### config.mk
export PLATFORM = sky130hd
export DESIGN_NAME = ddr4_cmd_scheduler
export DESIGN_NICKNAME = d
export VERILOG_FILES = /design/src/rtl/mc_defs_pkg.sv /design/src/rtl/ddr4_bank_tracker.sv /design/src/rtl/ddr4_cmd_scheduler.sv
export SDC_FILE = /design/constraint.sdc
export NUM_CORES = 1
export LEC_CHECK = 0
export CORE_MARGIN = 1
export CORE_UTILIZATION = 25
export DETAILED_ROUTE_END_ITERATION = 8
export GPL_TIMING_DRIVEN = 0
export PLACE_DENSITY = 0.35
export SETUP_SLACK_MARGIN = 0.05
export SYNTH_ARGS = -nofsm -noshare
export SYNTH_HDL_FRONTEND = slang
export SYNTH_HIERARCHICAL = 1
export SYNTH_SLANG_ARGS = --single-unit
### constraint.sdc
create_clock -name clk -period 10.7 [get_ports clk]
set_input_delay 1.07 -clock clk [delete_from_list [all_inputs] [get_ports clk]]
set_output_delay 1.07 -clock clk [all_outputs]
set_load 0.005 [all_outputs]
### src/rtl/mc_defs_pkg.sv
// Shared DDR4 scheduler definitions: command/op encodings, address
// field positions and default DRAM timing values.
package mc_defs;

  typedef enum logic [2:0] {
    CMD_NOP = 3'd0,
    CMD_ACT = 3'd1,
    CMD_RD  = 3'd2,
    CMD_WR  = 3'd3,
    CMD_PRE = 3'd4
  } cmd_e;

  typedef enum logic [1:0] {
    OP_RD     = 2'd0,
    OP_WR     = 2'd1,
    OP_IFETCH = 2'd2,
    OP_ILL    = 2'd3
  } op_e;

  typedef enum logic [2:0] {
    S_IDLE,
    S_ISSUE,
    S_WAIT_RP,
    S_WAIT_RCD,
    S_DATA
  } state_e;

  localparam int ROW_MSB  = 31;
  localparam int ROW_LSB  = 18;
  localparam int HCOL_MSB = 17;
  localparam int HCOL_LSB = 10;
  localparam int BA_MSB   = 9;
  localparam int BA_LSB   = 8;
  localparam int BG_MSB   = 7;
  localparam int BG_LSB   = 6;
  localparam int LCOL_MSB = 5;
  localparam int LCOL_LSB = 3;

  localparam int BANK_W = 4;
  localparam int ROW_W  = 14;
  localparam int COL_W  = 11;

  localparam int unsigned DEF_T_RP    = 24;
  localparam int unsigned DEF_T_RCD   = 24;
  localparam int unsigned DEF_T_RAS   = 52;
  localparam int unsigned DEF_T_CL    = 24;
  localparam int unsigned DEF_T_BURST = 4;

  function automatic logic is_wr(input logic [1:0] op);
    return op == OP_WR;
  endfunction

endpackage

### src/rtl/ddr4_bank_tracker.sv
// Open-row table for all 16 banks plus per-bank saturating tRAS
// counters; answers hit/open/ras_ok for the queried bank.
module ddr4_bank_tracker
  import mc_defs::*;
#(
  parameter int unsigned T_RAS = DEF_T_RAS
) (
  input  logic              clk,
  input  logic              rst_n,
  input  logic              act,
  input  logic              pre,
  input  logic [BANK_W-1:0] idx,
  input  logic [ROW_W-1:0]  row,
  output logic              hit,
  output logic              open,
  output logic              ras_ok
);

  localparam int NB = 1 << BANK_W;
  localparam logic [7:0] RAS8 = 8'(T_RAS);

  logic [NB-1:0]    open_q;
  logic [ROW_W-1:0] row_q [NB];
  logic [7:0]       ras_q [NB];

  // Counter reads k in the k-th cycle after ACT; 8'hff means long ago.
  always_ff @(posedge clk or negedge rst_n) begin
    if (!rst_n) begin
      open_q <= '0;
      for (int i = 0; i < NB; i++) begin
        row_q[i] <= '0;
        ras_q[i] <= 8'hff;
      end
    end else begin
      for (int i = 0; i < NB; i++) begin
        if (act && idx == BANK_W'(i)) begin
          ras_q[i] <= 8'd1;
        end else if (ras_q[i] != 8'hff) begin
          ras_q[i] <= ras_q[i] + 8'd1;
        end
      end
      if (act) begin
        open_q[idx] <= 1'b1;
        row_q[idx]  <= row;
      end else if (pre) begin
        open_q[idx] <= 1'b0;
      end
    end
  end

  assign open   = open_q[idx];
  assign hit    = open_q[idx] && (row_q[idx] == row);
  assign ras_ok = ras_q[idx] >= RAS8;

endmodule

### src/rtl/ddr4_cmd_scheduler.sv
// In-order DDR4 command scheduler: one request at a time, open-page
// policy, issues PRE/ACT/RD/WR and pulses done at end of burst.
module ddr4_cmd_scheduler
  import mc_defs::*;
#(
  parameter int unsigned T_RP    = DEF_T_RP,
  parameter int unsigned T_RCD   = DEF_T_RCD,
  parameter int unsigned T_RAS   = DEF_T_RAS,
  parameter int unsigned T_CL    = DEF_T_CL,
  parameter int unsigned T_BURST = DEF_T_BURST
) (
  input  logic        clk,
  input  logic        rst_n,
  input  logic        req_valid,
  output logic        req_ready,
  input  logic [1:0]  req_op,
  input  logic [31:0] req_addr,
  output logic        cmd_valid,
  output cmd_e        cmd,
  output logic [1:0]  cmd_bg,
  output logic [1:0]  cmd_ba,
  output logic [13:0] cmd_row,
  output logic [10:0] cmd_col,
  output logic        done_valid,
  output logic [1:0]  done_op,
  output logic        busy
);

  localparam logic [8:0] RP_L  = 9'(T_RP - 1);
  localparam logic [8:0] RCD_L = 9'(T_RCD - 1);
  localparam logic [8:0] DAT_L = 9'(T_CL + T_BURST - 1);

  state_e state_q, state_d;
  logic [8:0] wait_q, wait_d;

  logic [1:0]       op_q;
  logic [ROW_W-1:0] row_q;
  logic [1:0]       bg_q, ba_q;
  logic [COL_W-1:0] col_q;

  logic [ROW_W-1:0] hrow_q;
  logic [1:0]       hbg_q, hba_q;
  logic [COL_W-1:0] hcol_q;

  logic fire, act, pre, hit, bank_open, ras_ok;
  cmd_e col_cmd, cmd_c;
  logic unused;

  assign unused = ^req_addr[2:0];
  assign fire   = req_valid && (state_q == S_IDLE);

  ddr4_bank_tracker #(.T_RAS(T_RAS)) u_bank (
    .clk    (clk),
    .rst_n  (rst_n),
    .act    (act),
    .pre    (pre),
    .idx    ({bg_q, ba_q}),
    .row    (row_q),
    .hit    (hit),
    .open   (bank_open),
    .ras_ok (ras_ok)
  );

  assign col_cmd = is_wr(op_q) ? CMD_WR : CMD_RD;

  always_comb begin
    state_d    = state_q;
    wait_d     = (wait_q != 9'd0) ? wait_q - 9'd1 : 9'd0;
    cmd_c      = CMD_NOP;
    act        = 1'b0;
    pre        = 1'b0;
    done_valid = 1'b0;
    case (state_q)
      S_IDLE: begin
        if (fire) state_d = S_ISSUE;
      end
      S_ISSUE: begin
        if (hit) begin
          cmd_c   = col_cmd;
          wait_d  = DAT_L;
          state_d = S_DATA;
        end else if (!bank_open) begin
          cmd_c   = CMD_ACT;
          act     = 1'b1;
          wait_d  = RCD_L;
          state_d = S_WAIT_RCD;
        end else if (ras_ok) begin
          cmd_c   = CMD_PRE;
          pre     = 1'b1;
          wait_d  = RP_L;
          state_d = S_WAIT_RP;
        end
      end
      S_WAIT_RP: begin
        if (wait_q == 9'd0) begin
          cmd_c   = CMD_ACT;
          act     = 1'b1;
          wait_d  = RCD_L;
          state_d = S_WAIT_RCD;
        end
      end
      S_WAIT_RCD: begin
        if (wait_q == 9'd0) begin
          cmd_c   = col_cmd;
          wait_d  = DAT_L;
          state_d = S_DATA;
        end
      end
      S_DATA: begin
        if (wait_q == 9'd0) begin
          done_valid = 1'b1;
          state_d    = S_IDLE;
        end
      end
      default: state_d = S_IDLE;
    endcase
  end

  always_ff @(posedge clk or negedge rst_n) begin
    if (!rst_n) begin
      state_q <= S_IDLE;
      wait_q  <= '0;
      op_q    <= '0;
      row_q   <= '0;
      bg_q    <= '0;
      ba_q    <= '0;
      col_q   <= '0;
      hrow_q  <= '0;
      hbg_q   <= '0;
      hba_q   <= '0;
      hcol_q  <= '0;
    end else begin
      state_q <= state_d;
      wait_q  <= wait_d;
      if (fire) begin
        assert (req_op != OP_ILL)
          else $error("ddr4_cmd_scheduler: illegal op 3");
        op_q  <= req_op;
        row_q <= req_addr[ROW_MSB:ROW_LSB];
        bg_q  <= req_addr[BG_MSB:BG_LSB];
        ba_q  <= req_addr[BA_MSB:BA_LSB];
        col_q <= {req_addr[HCOL_MSB:HCOL_LSB],
                  req_addr[LCOL_MSB:LCOL_LSB]};
      end
      if (cmd_valid) begin
        hrow_q <= row_q;
        hbg_q  <= bg_q;
        hba_q  <= ba_q;
        hcol_q <= col_q;
      end
    end
  end

  assign cmd_valid = (cmd_c != CMD_NOP);
  assign cmd       = cmd_c;
  assign cmd_bg    = cmd_valid ? bg_q  : hbg_q;
  assign cmd_ba    = cmd_valid ? ba_q  : hba_q;
  assign cmd_row   = cmd_valid ? row_q : hrow_q;
  assign cmd_col   = cmd_valid ? col_q : hcol_q;
  assign done_op   = done_valid ? op_q : 2'd0;
  assign req_ready = (state_q == S_IDLE);
  assign busy      = (state_q != S_IDLE);

endmodule

==> impl_metrics.toml <==
[pwr]
p_per_area_nw_per_um2 = 349
total_leakage_power_uw = 0.0114
p_comb_share_pct = 42.7
power.switching_uw = 3470
swShare_pct = 39.7
power_frac_seq_pct = 35.8
p_clk_share_pct = 21.5
peakVddDrop_mv = 0.125
p_int_uw = 5280

[floorplan]
start_util_pct = 25.2
ios = 75
row_count = 106
fp.coreArea_um2 = 83400
die_w_um = 292
die-area_um2 = 85300
die_h_um = 292

[clock_tree]
cts_buffer_depth = 3
cts-resized-gates = 0
cts_hold_buf = 0
postCtsSetupBuffers = 0
clk_latency_ns = 0.61
cts_buffers = 54
clk_pin_slew_worst_paths_ns = 0.06
cts_tree = "built"
ctsRootBufferMaster = "clkbuf_16"
cts.sinks = 440
cts_max_level = 2

[yosys]
synthCells = 2082
yosysTopAreaCellShare_pct = 37.1
avgSynthCellArea_um2 = 10.1
ys_seq_area_share_pct = 53.1
synth-edff-count = 0
ys_top_cells_by_area = "dfrtp_1 37%, dfstp_2 16%, nand2_1 13%, mux4_2 5.4%, mux2_4 3.4%"
syn_area_um2 = 21000
ys.flop_type = "dfrtp_1"
synth-seq-cells = 440
synth_fp_nets = 2137
synth_cell_types = 70
netlist.top_cell.by_area = "dfrtp_1"
synth_warnings = 6
async_flop_share_pct = 100

[outcome]
status = "finished, final reports clean"

[final_layout]
final_common_cell = "nand2_1"
drive_gt1_share_pct = 17.0
design_area_um2 = 25000
synthToLayoutAreaGrowth_pct = 19.0
n_fill_cell = 8698
final_cell_mix = "731 x nand2_1, 312 x dfrtp_1, 128 x dfstp_2"
final_nets = 2268

[timing]
finalHoldViolations = 0
max_freq_mhz = 147
setup_viol = 0
hold_ws_ns = 0.471
rsz0062_at_grt = "no"
drv_slew = 0
period_share_pct = 63.5
tightest_slew_ns = 1.09
setup_ws_ns = 3.91
maxSlewHeadroom_pct = 27.6
clock_skew_ns = 0.0260
finalCriticalPeriod_ns = 6.79

[route]
wl_per_cell_um = 22.3
drt_wl_total_um = 74500
drt-pass1-iter-count = 5
final_antenna_net_count = 0
detailroute.via_count = 16100
routed_via_density = 4.82
drc_errors = 0
initialDrtViolationCount = 1227

[worst_hold_path]
hp-class = "flip-flop to flip-flop"

[setup_path]
arrival_ns = 5.72
cp-end-kind = "output pin"
critPathLaunchType = "flip-flop"
crit_type = "flip-flop to output pin"
required_ns = 9.63
worstPathMaxFanout = 10

[placed_design]
dpl_cell_area_um2 = 23200
gp_congestion = 0.814
port_buffers = 71
detailedPlace.worstSlack_ns = 4.15
hpwl_um = 50400

[global_routing]
grt_pass1_wl_um = 111000
grt_max_degree = 105
antenna_found_initial = 4
grt_overflow = 0
grt_pass1_vias = 16100
grtUsageTotal_pct = 17.5

[flow_run]
maxCapViolations = 0
==> power groups by stage <==
stage	sequential, uW	clock, uW	combinational [uW]
floorplan	2970	0	2380
global placement	3150	0	3740
detailed placement	3140	0	3760
CTS	3130	1950	3780
global route	3240	2010	4080
finish	3130	1880	3740
==> layer usage <==
layer | wire [um] | GRT usage [%] | up-vias
met4 | 2080 | 5.15 | 4
met5 | 22 | 0 | -
met2 | 33800 | 27.5 | 368
met3 | 3480 | 2.67 | 108
li1 | - | - | 7384
met1 | 35200 | 24.7 | 8236
==> critical path, stage by stage (launching register included) <==
cell             delay, ns
dfrtp_1               0.36
buf_2                 0.32
buf_2                 0.55
buf_2                 0.58
mux4_2                0.45
o221ai_1              0.22
xor2_1                0.29
nand4_1               0.15
nor4_2                0.74
o21a_2                0.36
a21oi_4               0.09
buf_6                 0.19
mux2_4                0.31
clkdlybuf4s50_1       0.49
==> logic make-up after synthesis <==
logic type,count (synthesis),synth area share (%)
and+or+nand+nor,1048,21.4
xor gates and xnor gates,63,2.62
DFF,440,53.1
AOI/OAI and AO/OA,232,7.06
muxes,163,11.9
buffers and inverters,118,2.82
adders and majority gates,18,1.07
==> final cells by class <==
| class | count | area, um2 | area share [%] |
|---|---|---|---|
| buffer | 111 | 567 | 2.26 |
| clock inverter | 7 | 60.1 | 0.240 |
| sequential | 440 | 11200 | 44.6 |
| clock buffer | 94 | 1770 | 7.05 |
| inverter | 7 | 26.3 | 0.105 |
| multi-input combinational | 1524 | 9280 | 37.0 |
| antenna | 1 | 2.50 | 0.00999 |
| timing repair buffer | 75 | 826 | 3.30 |
| tap | 1080 | 1350 | 5.39 |
==> registers in the layout (all words and copies together) (netlist names), named ones only <==
signal        flops
ba_q              2
bg_q              2
col_q            11
hba_q             2
hbg_q             2
hcol_q           11
hrow_q           14
op_q              2
row_q            14
state_q           3
u_bank/ras_q    128
u_bank/row_q    224
wait_q            9
==> synth_stat cells (all sizes together) (48+ instances only) <==
master,number
mux2i,53
nand3,55
mux4,50
a31oi,48
dfstp,128
nor2,100
o21ai,77
nand2,731
buf,48
dfrtp,312
clkbuf,63
mux2,60
==> metrics by stage <==
stage | setup TNS (ns) | util [%] | std cells | power, uW
3_5_place_dp | 0 | 27.8 | 3237 | 6910
6_report | 0 | 30.0 | 3339 | 8750
4_1_cts | 0 | 30.0 | 3338 | 8860
3_3_place_gp | -4792.78 | 27.7 | 3233 | 6880
5_1_grt | 0 | 30.0 | 3338 | 9330
2_1_floorplan | 0 | - | 2082 | 5350
==> final timing paths <==
| kind | from | end | slack [ns] | cells after the start |
|---|---|---|---|---|
| hold / removal | u_bank/row_q[137] | u_bank/row_q[137] | 0.47 | 2 |
| setup reg to reg | ba_q[1] | u_bank/row_q[133] | 4.33 | 18 |
| setup / recovery | ba_q[1] | cmd_row[12] | 3.91 | 13 |
| min in group asynchronous | rst_n | u_bank/ras_q[13] | 0.72 | 1 |
| hold reg to reg | u_bank/row_q[137] | u_bank/row_q[137] | 0.47 | 2 |
| max in group asynchronous | rst_n | u_bank/ras_q[96] | 8.84 | 3 |
Power figures use the tool's default switching activity.
